===== config.mk =====
export PLATFORM = sky130hd
export DESIGN_NAME = animation_sequencer_flat
export DESIGN_NICKNAME = d
export VERILOG_FILES = /design/src/rtl/animation_sequencer_pkg.sv /design/src/rtl/animation_sequencer_if.sv /design/src/rtl/reload_down_counter.sv /design/src/rtl/animation_sequencer.sv /design/src/flat_wrapper.sv
export SDC_FILE = /design/constraint.sdc
export NUM_CORES = 1
export LEC_CHECK = 0
export CORE_ASPECT_RATIO = 0.7
export CORE_MARGIN = 1
export CORE_UTILIZATION = 52
export DETAILED_ROUTE_END_ITERATION = 10
export PLACE_DENSITY_LB_ADDON = 0.15
export SLEW_MARGIN = 20
export SYNTH_ARGS = -nofsm -noshare
export SYNTH_HDL_FRONTEND = slang
export SYNTH_SLANG_ARGS = --single-unit

===== constraint.sdc =====
create_clock -name clk -period 4.92 [get_ports clk]
set_input_delay 0.984 -clock clk [delete_from_list [all_inputs] [get_ports clk]]
set_output_delay 0.984 -clock clk [all_outputs]
set_load 0.02 [all_outputs]

===== src/rtl/animation_sequencer_pkg.sv =====
// Shared types and default timing constants for the animation sequencer.
package animation_sequencer_pkg;

  localparam int TICK_W  = 20;
  localparam int FRAME_W = 4;

  localparam logic [TICK_W-1:0]  TICK_RELOAD_DEFAULT     = 20'd833334;
  localparam logic [FRAME_W-1:0] FRAMES_PER_STEP_DEFAULT = 4'd15;

  typedef enum logic [2:0] {
    S_IDLE,
    S_WAIT,
    S_ERASE,
    S_UPDATE,
    S_DRAW
  } state_t;

endpackage


===== src/rtl/animation_sequencer_if.sv =====
// Plotter handshake, control and observation signals of the animation sequencer.
// Handshake: plot_req is a level held by the sequencer until a one-cycle plot_done
// is sampled with plot_req high; plot_done at any other time is ignored.
interface animation_sequencer_if;
  import animation_sequencer_pkg::*;

  logic                enable;
  logic                plot_done;
  logic                plot_req;
  logic                erase;
  logic                update_pos;
  logic                frame_tick;
  logic                busy;
  logic                overrun;
  state_t              state;
  logic [TICK_W-1:0]   tick_count;
  logic [FRAME_W-1:0]  frame_count;

  modport master (
    input  enable, plot_done,
    output plot_req, erase, update_pos, frame_tick, busy, overrun,
           state, tick_count, frame_count
  );

  modport slave (
    output enable, plot_done,
    input  plot_req, erase, update_pos, frame_tick, busy, overrun,
           state, tick_count, frame_count
  );
endinterface


===== src/rtl/reload_down_counter.sv =====
// Down-counter that reloads on reaching zero and flags that cycle with wrap;
// hold pins it at the reload value and suppresses wrap.
module reload_down_counter #(
  parameter int unsigned      WIDTH  = 4,
  parameter logic [WIDTH-1:0] RELOAD = '0
) (
  input  logic             clk,
  input  logic             reset,
  input  logic             en,
  input  logic             hold,
  output logic [WIDTH-1:0] count,
  output logic             wrap
);

  localparam logic [WIDTH-1:0] ONE = 1;

  assign wrap = en && !hold && (count == '0);

  always_ff @(posedge clk) begin
    if (reset || hold) begin
      count <= RELOAD;
    end else if (en) begin
      count <= (count == '0) ? RELOAD : count - ONE;
    end
  end

endmodule


===== src/rtl/animation_sequencer.sv =====
// Paces erase / update / redraw passes of an animated object from a free-running
// frame tick and hands each plot pass to an external plotter.
module animation_sequencer
  import animation_sequencer_pkg::*;
#(
  parameter logic [TICK_W-1:0]  TICK_RELOAD     = TICK_RELOAD_DEFAULT,
  parameter logic [FRAME_W-1:0] FRAMES_PER_STEP = FRAMES_PER_STEP_DEFAULT
) (
  input logic                   clk,
  input logic                   reset,
  animation_sequencer_if.master bus
);

  state_t             state;
  logic               frame_tick;
  logic               step_due;
  logic [TICK_W-1:0]  tick_count;
  logic [FRAME_W-1:0] frame_count;
  logic               in_step;

  reload_down_counter #(.WIDTH(TICK_W), .RELOAD(TICK_RELOAD)) u_tick (
    .clk   (clk),
    .reset (reset),
    .en    (1'b1),
    .hold  (1'b0),
    .count (tick_count),
    .wrap  (frame_tick)
  );

  // Frame counter wraps straight to the reload value, so its wrap is the step strobe.
  reload_down_counter #(.WIDTH(FRAME_W), .RELOAD(FRAMES_PER_STEP)) u_frame (
    .clk   (clk),
    .reset (reset),
    .en    (frame_tick),
    .hold  (state == S_IDLE),
    .count (frame_count),
    .wrap  (step_due)
  );

  assign in_step = (state == S_ERASE) || (state == S_UPDATE) || (state == S_DRAW);

  always_ff @(posedge clk) begin
    if (reset) begin
      state          <= S_IDLE;
      bus.plot_req   <= 1'b0;
      bus.erase      <= 1'b0;
      bus.update_pos <= 1'b0;
      bus.overrun    <= 1'b0;
    end else begin
      bus.update_pos <= 1'b0;
      // A step falling due mid-step is dropped; only the flag remembers it.
      if (step_due && in_step) bus.overrun <= 1'b1;
      case (state)
        S_IDLE: if (bus.enable) state <= S_WAIT;
        S_WAIT: begin
          if (step_due) begin
            state        <= S_ERASE;
            bus.plot_req <= 1'b1;
            bus.erase    <= 1'b1;
          end else if (!bus.enable) begin
            state <= S_IDLE;
          end
        end
        S_ERASE: begin
          if (bus.plot_done) begin
            state          <= S_UPDATE;
            bus.plot_req   <= 1'b0;
            bus.erase      <= 1'b0;
            bus.update_pos <= 1'b1;
          end
        end
        S_UPDATE: begin
          state        <= S_DRAW;
          bus.plot_req <= 1'b1;
          bus.erase    <= 1'b0;
        end
        S_DRAW: begin
          if (bus.plot_done) begin
            state        <= bus.enable ? S_WAIT : S_IDLE;
            bus.plot_req <= 1'b0;
          end
        end
        default: begin
          state        <= S_IDLE;
          bus.plot_req <= 1'b0;
          bus.erase    <= 1'b0;
        end
      endcase
    end
  end

  assign bus.busy        = (state != S_IDLE);
  assign bus.frame_tick  = frame_tick;
  assign bus.state       = state;
  assign bus.tick_count  = tick_count;
  assign bus.frame_count = frame_count;

endmodule

===== src/flat_wrapper.sv =====
// flat-port wrapper written by rule: the top's interface ports become plain ports
module animation_sequencer_flat import animation_sequencer_pkg::*;
#(
  parameter logic [TICK_W-1:0]  TICK_RELOAD     = TICK_RELOAD_DEFAULT,
  parameter logic [FRAME_W-1:0] FRAMES_PER_STEP = FRAMES_PER_STEP_DEFAULT
)
  (clk, reset, bus_enable, bus_plot_done, bus_plot_req, bus_erase, bus_update_pos, bus_frame_tick, bus_busy, bus_overrun, bus_state, bus_tick_count, bus_frame_count);
  animation_sequencer_if bus_i ();
  input logic clk;
  input logic reset;
  input wire logic [$bits(bus_i.enable)-1:0] bus_enable;
  input wire logic [$bits(bus_i.plot_done)-1:0] bus_plot_done;
  output wire logic [$bits(bus_i.plot_req)-1:0] bus_plot_req;
  output wire logic [$bits(bus_i.erase)-1:0] bus_erase;
  output wire logic [$bits(bus_i.update_pos)-1:0] bus_update_pos;
  output wire logic [$bits(bus_i.frame_tick)-1:0] bus_frame_tick;
  output wire logic [$bits(bus_i.busy)-1:0] bus_busy;
  output wire logic [$bits(bus_i.overrun)-1:0] bus_overrun;
  output wire logic [$bits(bus_i.state)-1:0] bus_state;
  output wire logic [$bits(bus_i.tick_count)-1:0] bus_tick_count;
  output wire logic [$bits(bus_i.frame_count)-1:0] bus_frame_count;
  assign bus_i.enable = bus_enable;
  assign bus_i.plot_done = bus_plot_done;
  assign bus_plot_req = bus_i.plot_req;
  assign bus_erase = bus_i.erase;
  assign bus_update_pos = bus_i.update_pos;
  assign bus_frame_tick = bus_i.frame_tick;
  assign bus_busy = bus_i.busy;
  assign bus_overrun = bus_i.overrun;
  assign bus_state = bus_i.state;
  assign bus_tick_count = bus_i.tick_count;
  assign bus_frame_count = bus_i.frame_count;
  animation_sequencer #(.TICK_RELOAD(TICK_RELOAD), .FRAMES_PER_STEP(FRAMES_PER_STEP)) u_core (.clk(clk), .reset(reset), .bus(bus_i));
endmodule

# ---- After elaboration in Yosys (flattened, before gate mapping)
# Index checks and enable logic that the tools add are counted.
dict set report classes {
  add_sub_neg 2
  n_eq_ne 10
  muxes 13
  bitwise 3
  reduce_logical 18
}
# cell count
set ops {}
lappend ops {{$logic_not A20 Y1} 1}
lappend ops {{$sub A20 B1 Y20 const B} 1}
lappend ops {{$mux W3} 5}
lappend ops {{$pmux W3 S5} 1}
lappend ops {{$reduce_or A2 Y1} 4}
lappend ops {{$eq A3 B2 Y1 const B} 2}
lappend ops {{$ne A2 B2 Y1 const B} 3}
lappend ops {{$reduce_and A3 Y1} 2}
lappend ops {{$logic_not A4 Y1} 1}
lappend ops {{$mux W1} 4}
lappend ops {{$mux W4} 1}
lappend ops {{$ne A2 B1 Y1 const B} 2}
lappend ops {{$pmux W1 S4} 1}
lappend ops {{$reduce_and A4 Y1} 1}
lappend ops {{$sub A4 B1 Y4 const B} 1}
lappend ops {{$eq A3 B1 Y1 const B} 1}
lappend ops {{$eq A3 B3 Y1 const B} 1}
lappend ops {{$logic_and A1 B1 Y1} 3}
lappend ops {{$logic_not A3 Y1} 1}
lappend ops {{$logic_or A1 B1 Y1} 3}
lappend ops {{$ne A3 B2 Y1 const B} 1}
lappend ops {{$not A1 Y1} 3}
lappend ops {{$pmux W1 S3} 1}
lappend ops {{$reduce_bool A3 Y1} 1}
lappend ops {{$logic_not A1 Y1} 1}
dict set report totals {
  ff_bits 31
  in_bits 4
  out_inout_bits 33
  elab_cells 53
}

# ---- Longest topological paths before layout
dict set report depth {
  word_depth 6
  depth_mapped 7
  depth_no_buf 6
}

# ---- Cells and area by module
# A second synthesis with hierarchy kept.
dict set report hier_totals {
  hier_cells 175
  hier_area_um2 1607.8
}
# mod instances cells_each area_per_inst_um2 seq_area_each_um2
set modules_own_cells {}
lappend modules_own_cells {{reload_down_counter at u_core.u_tick} 1 107 1024.7 400.4}
lappend modules_own_cells {animation_sequencer 1 46 379.1 140.1}
lappend modules_own_cells {{reload_down_counter at u_core.u_frame} 1 22 203.9 80.1}

# ---- Worst setup path before layout
# Ideal clock, no wire load.
dict set report synth_path {
  path_kind {reg2out}
  start {reg u_core.u_tick.count[14]}
  end {out bus_frame_tick}
  arrival_ns 1.769
  required_time_ns 3.936
  slack_ns 2.167
  stages_incl_launch_ff 6
  path_cell_list {dfxtp_1 > or4_1 > buf_2 > or2_1 > buf_6 > nor2_1}
}
dict set report synth_between {
  elab_chain_len 1
}
# element line_no
set synth_lines {}
lappend synth_lines {{start: declaration} reload_down_counter.sv:11} ;# output logic [WIDTH-1:0] count,
lappend synth_lines {{start signal: assignment} reload_down_counter.sv:23} ;# count <= (count == '0) ? RELOAD : count - ONE;
lappend synth_lines {{$logic_not A20 Y1} reload_down_counter.sv:17} ;# assign wrap = en && !hold && (count == '0);
lappend synth_lines {{end: declaration} flat_wrapper.sv:16} ;# output wire logic [$bits(bus_i.frame_tick)-1:0] bus_frame_tick;
# No other way between the ends.

# ---- Final worst setup path
dict set report layout_path {
  start {reg u_core.u_tick.count[0]}
  end {out bus_frame_tick}
}
# Same word-level chain as after synthesis.

==> results by stage <==
Clocking:
- The CTS buffer count is 5.
- The tree is rooted in a clkbuf_8.
- The clock latency on the worst-skew pair is between 200 and 300 ps.
- The number of gates resized after CTS is 0.
- The number of levels in the clock H-tree is 2.
- The clock tree from TritonCTS is yes.
- The longest clock path from root to sink contains 2 buffers.
- The quantity of hold-fixing buffers added after cts is 0.
- After clock tree synthesis, the clock-pin slew on the worst setup and hold paths is 70 ps.
- The TritonCTS sink count is 31.
- Once the clock tree was built, the setup fixing pass inserted 0 buffers.

Timing:
- Static timing analysis puts the maximum clock frequency at 0.273 GHz.
- Of the available clock period, the critical path in the final layout requires approximately three quarters.
- The final period demand of the worst path is 3670 ps.
- At the pin with the least slew margin, the transition time is approximately 1000 ps.
- Setup repair after global routing left no endpoint under its margin.
- After routing, the total negative slack on setup checks comes to 0 ps.
- Setup violations remaining at the end of the flow were counted as 0.
- The max-slew violation total from the final report is 0.
- The final count of hold timing violations is 0.
- The worst pin sits at a relative slew slack of 30.8%.
- The clock arrives with 7.32 ps of skew.

Floorplan:
- The die width is 65.7 microns.
- During I/O placement, the number of pins put on the boundary was 37.
- The core region is 2570 sq um.
- After floorplanning, the core was divided into 15 placement rows.
- The die area is around 3000 sq um.
- The starting density of the core is 57.5%.
- The height of the chip is 46.6 microns.

Cells and area:
- The final non-filler cell total is 249.
- The net count of the finished layout is 220.
- The repair_antennas step left the layout with diodes totalling 0.
- The fraction of final layout cells sized beyond drive strength 1 is 5.12%.
- The number of inserted filler cells in the final layout is 183.
- Relative to the synthesized area, the layout overhead comes to 30.4%.
- Registers take 621 sq um.
- The area taken by multi-input logic gates is 793 sq um.

Placement:
- After detailed placement, the design holds a cell count of 241.
- Once detailed placement completed, the half-perimeter wirelength came to 2.65 mm.
- During placement, the flow inserted port buffers numbering 36.
- The congestion estimate from routability-driven global placement came to 0.831.

Logic synthesis:
- Synthesis produced a netlist whose cell count is 178.
- In the synthesized netlist the dominant register cell turns out to be dfxtp_1.
- Yosys mapped the design onto 41 distinct sky130hd cell types.
- By count the netlist is led by dfxtp_1 (31), nand2_1 (17), nor2_1 (16).
- The share of synthesized area in the top cell type comes to 42.0%.
- Counting flops with a built-in enable in the synthesized netlist gives 0.
- Yosys attributes the largest share of cell area to dfxtp_1 (42%), a21oi_1 (4.4%), nand2_1 (4.3%), nor2_1 (4.1%), xor2_1 (3.6%).
- The post-synthesis average cell area is 8.31 sq um.
- The share of synthesized area occupied by flip-flops and latches is 42.0%.
- The count of state elements after synthesis is 31.
- The most frequently used cell type in the post-synthesis netlist is dfxtp_1.
- The number of warning messages in the yosys log is 0.
- The post-synth net total is 184.
- Counting flops with an async set or reset pin after synthesis yields a share of 0%.
- The cell area that synthesis handed to floorplanning was 1480 sq um.
- The biggest area contributor in the post-synthesis netlist is dfxtp_1.

Power and ir drop:
- Dividing total power by cell area gives a power density of 258 nW/um^2.
- In this run, the clock network consumes 38.6% of the power.
- The leakage power total is slightly above 0.7 nW.
- Net switching is between 20% and 30% of the power.
- The relative contribution of combinational cells to total power is roughly 8.5%.
- The total internal power is between 300 and 400 uW.
- Across the VDD grid, the largest voltage drop is approximately 0.19 mV.
- The switching power summed over all nets is 125 uW.
- Sequential cells account for between 50 and 60% of the total power.

Setup path:
- In this run the critical register-to-register path is captured at u_core.u_tick.count[6].
- Setup slack on the worst reg-to-reg path comes out at 2520 ps.
- The kind of start point of the critical path is a flop.
- Along the worst path, the maximum fanout reaches 10.
- The worst setup path is captured at an output pin.
- Measured in cells, the most critical reg-to-reg path has a length of 6.
- Data on the critical path is required at its endpoint by 3940 ps.
- The critical path in this run is classified as flop to output pin.
- The data arrival time at the worst-slack endpoint is about 2700 ps.
- The start of the worst register-to-register path is u_core.u_tick.count[0].

Drt:
- In this run, the number of DRC markers left after iteration 0 of detailed routing was 79.
- The total number of vias is roughly 1500.
- The number of routed nets with antenna violations is 0.
- For this run, design rule violations remaining after detail routing come to 0.
- The iteration count of the initial detailed-routing pass is 5.
- The number of vias per cell is 5.96.
- The final layout contains routed wiring with a total length of 3.84 mm.
- The detail-routed net length per standard cell is between 15 and 20 microns.

Hold path:
- The kind of path behind the tightest hold check is flop to flop.
- The path with the worst hold slack has its endpoint at u_core.bus.overrun.
- The cell depth of the worst hold path is 1.
- The launch point of the worst hold path is u_core.bus.overrun.

Global routing:
- The global-route congestion overflow total is 0.
- The largest net degree at the start of global routing is 14.
- The number of antenna violations at the first check in global routing was 0.
- The first-pass GRT wire length is just under 6 mm.
- The global-route usage over all layers is 26.5%.
- The number of global-route vias before repair is 1236.

Run:
- The max-capacitance violation count is 0.

Status:
- The flow ran to the end, and the final reports show no timing, DRC or antenna violations.
-- registers in the layout, indices dropped and copies added, names as in the netlist --
signal                 count
u_core.bus.erase           1
u_core.bus.overrun         1
u_core.bus.plot_req        1
u_core.bus.state           3
u_core.bus.update_pos      1
u_core.u_frame.count       4
u_core.u_tick.count       20
-- stage by stage --
stage	area [sq um]	hold WS [ps]	total power [mW]	worst slack, ps	utilization [%]
finish	1930	496	0.498	1250	75.0
global route	1930	500	0.514	1120	75.0
CTS	1930	495	0.498	1310	75.0
detailed placement	1850	481	0.311	1610	71.8
global placement	1850	449	0.309	1710	71.8
floorplan	1480	534	0.292	2170	-
-- power by group through the flow --
| stage | registers (mW) | clock network (mW) | logic, mW |
|---|---|---|---|
| global placement | 0.268 | 0 | 0.0412 |
| finish | 0.264 | 0.192 | 0.0423 |
| CTS | 0.264 | 0.192 | 0.0422 |
| detailed placement | 0.269 | 0 | 0.0419 |
| global route | 0.265 | 0.203 | 0.0463 |
| floorplan | 0.271 | 0 | 0.0207 |
-- cell families (layout without fill, tap and decap cells) --
family	count (synthesis)	in the layout	synth area share (%)
AO/OA/AOI/OAI	35	35	14.2
multiplexers	1	1	0.677
flip-flops	31	31	42.0
adder cells (fa/ha/maj)	2	2	1.69
AND/OR/NAND/NOR	84	84	31.1
XOR/XNOR	10	10	5.92
buffers and inverters	15	52	4.40
-- placed cells by master, fill, tap and decap left out, types with 2 or more instances in the layout --
cell and n:
inv_1 8, or3_1 2, clkbuf_1 2, nor2b_1 3
nor2_1 16, nor3_1 10, a31oi_1 3, clkbuf_8 5
ha_1 2, nand4_1 3, nand2_1 17, xor2_1 6
clkdlybuf4s50_1 36, and3_1 4, a21oi_1 13, nor4_1 5
o21ai_0 10, o31ai_1 2, xnor2_1 4, nand3_1 7
nand2b_1 2, or4_1 5, dfxtp_1 31
-- critical path: stages (launching register included) --
cell and delay, ps:
dfxtp_1 360, inv_1 70, ha_1 170, nor3b_2 520
nand3_1 380, nor2_1 260, clkdlybuf4s50_1 630
-- final cells by class --
class | instances | area share (%)
inverters | 8 | 1.56
well taps | 34 | 2.21
multi-input cells | 132 | 41.1
clock buffers | 7 | 3.96
repair buffers | 36 | 18.7
clock inverters | 1 | 0.260
flip-flops and latches | 31 | 32.2
-- worst max-delay path by stage --
stage	startpoint	to
finish	u_core.u_tick.count[0]	bus_frame_tick
CTS	u_core.u_tick.count[0]	bus_frame_tick
global placement	u_core.u_tick.count[0]	bus_frame_tick
detailed placement	u_core.u_tick.count[0]	bus_frame_tick
floorplan	u_core.u_tick.count[14]	bus_frame_tick
global route	u_core.u_tick.count[0]	bus_frame_tick
-- metal layers --
layer	track usage, %	wire, microns
met5	0	0
met4	11.3	89
met3	8.91	289
met2	42.0	1750
met1	33.1	1710
No activity file was read; power rests on OpenSTA's default activity.
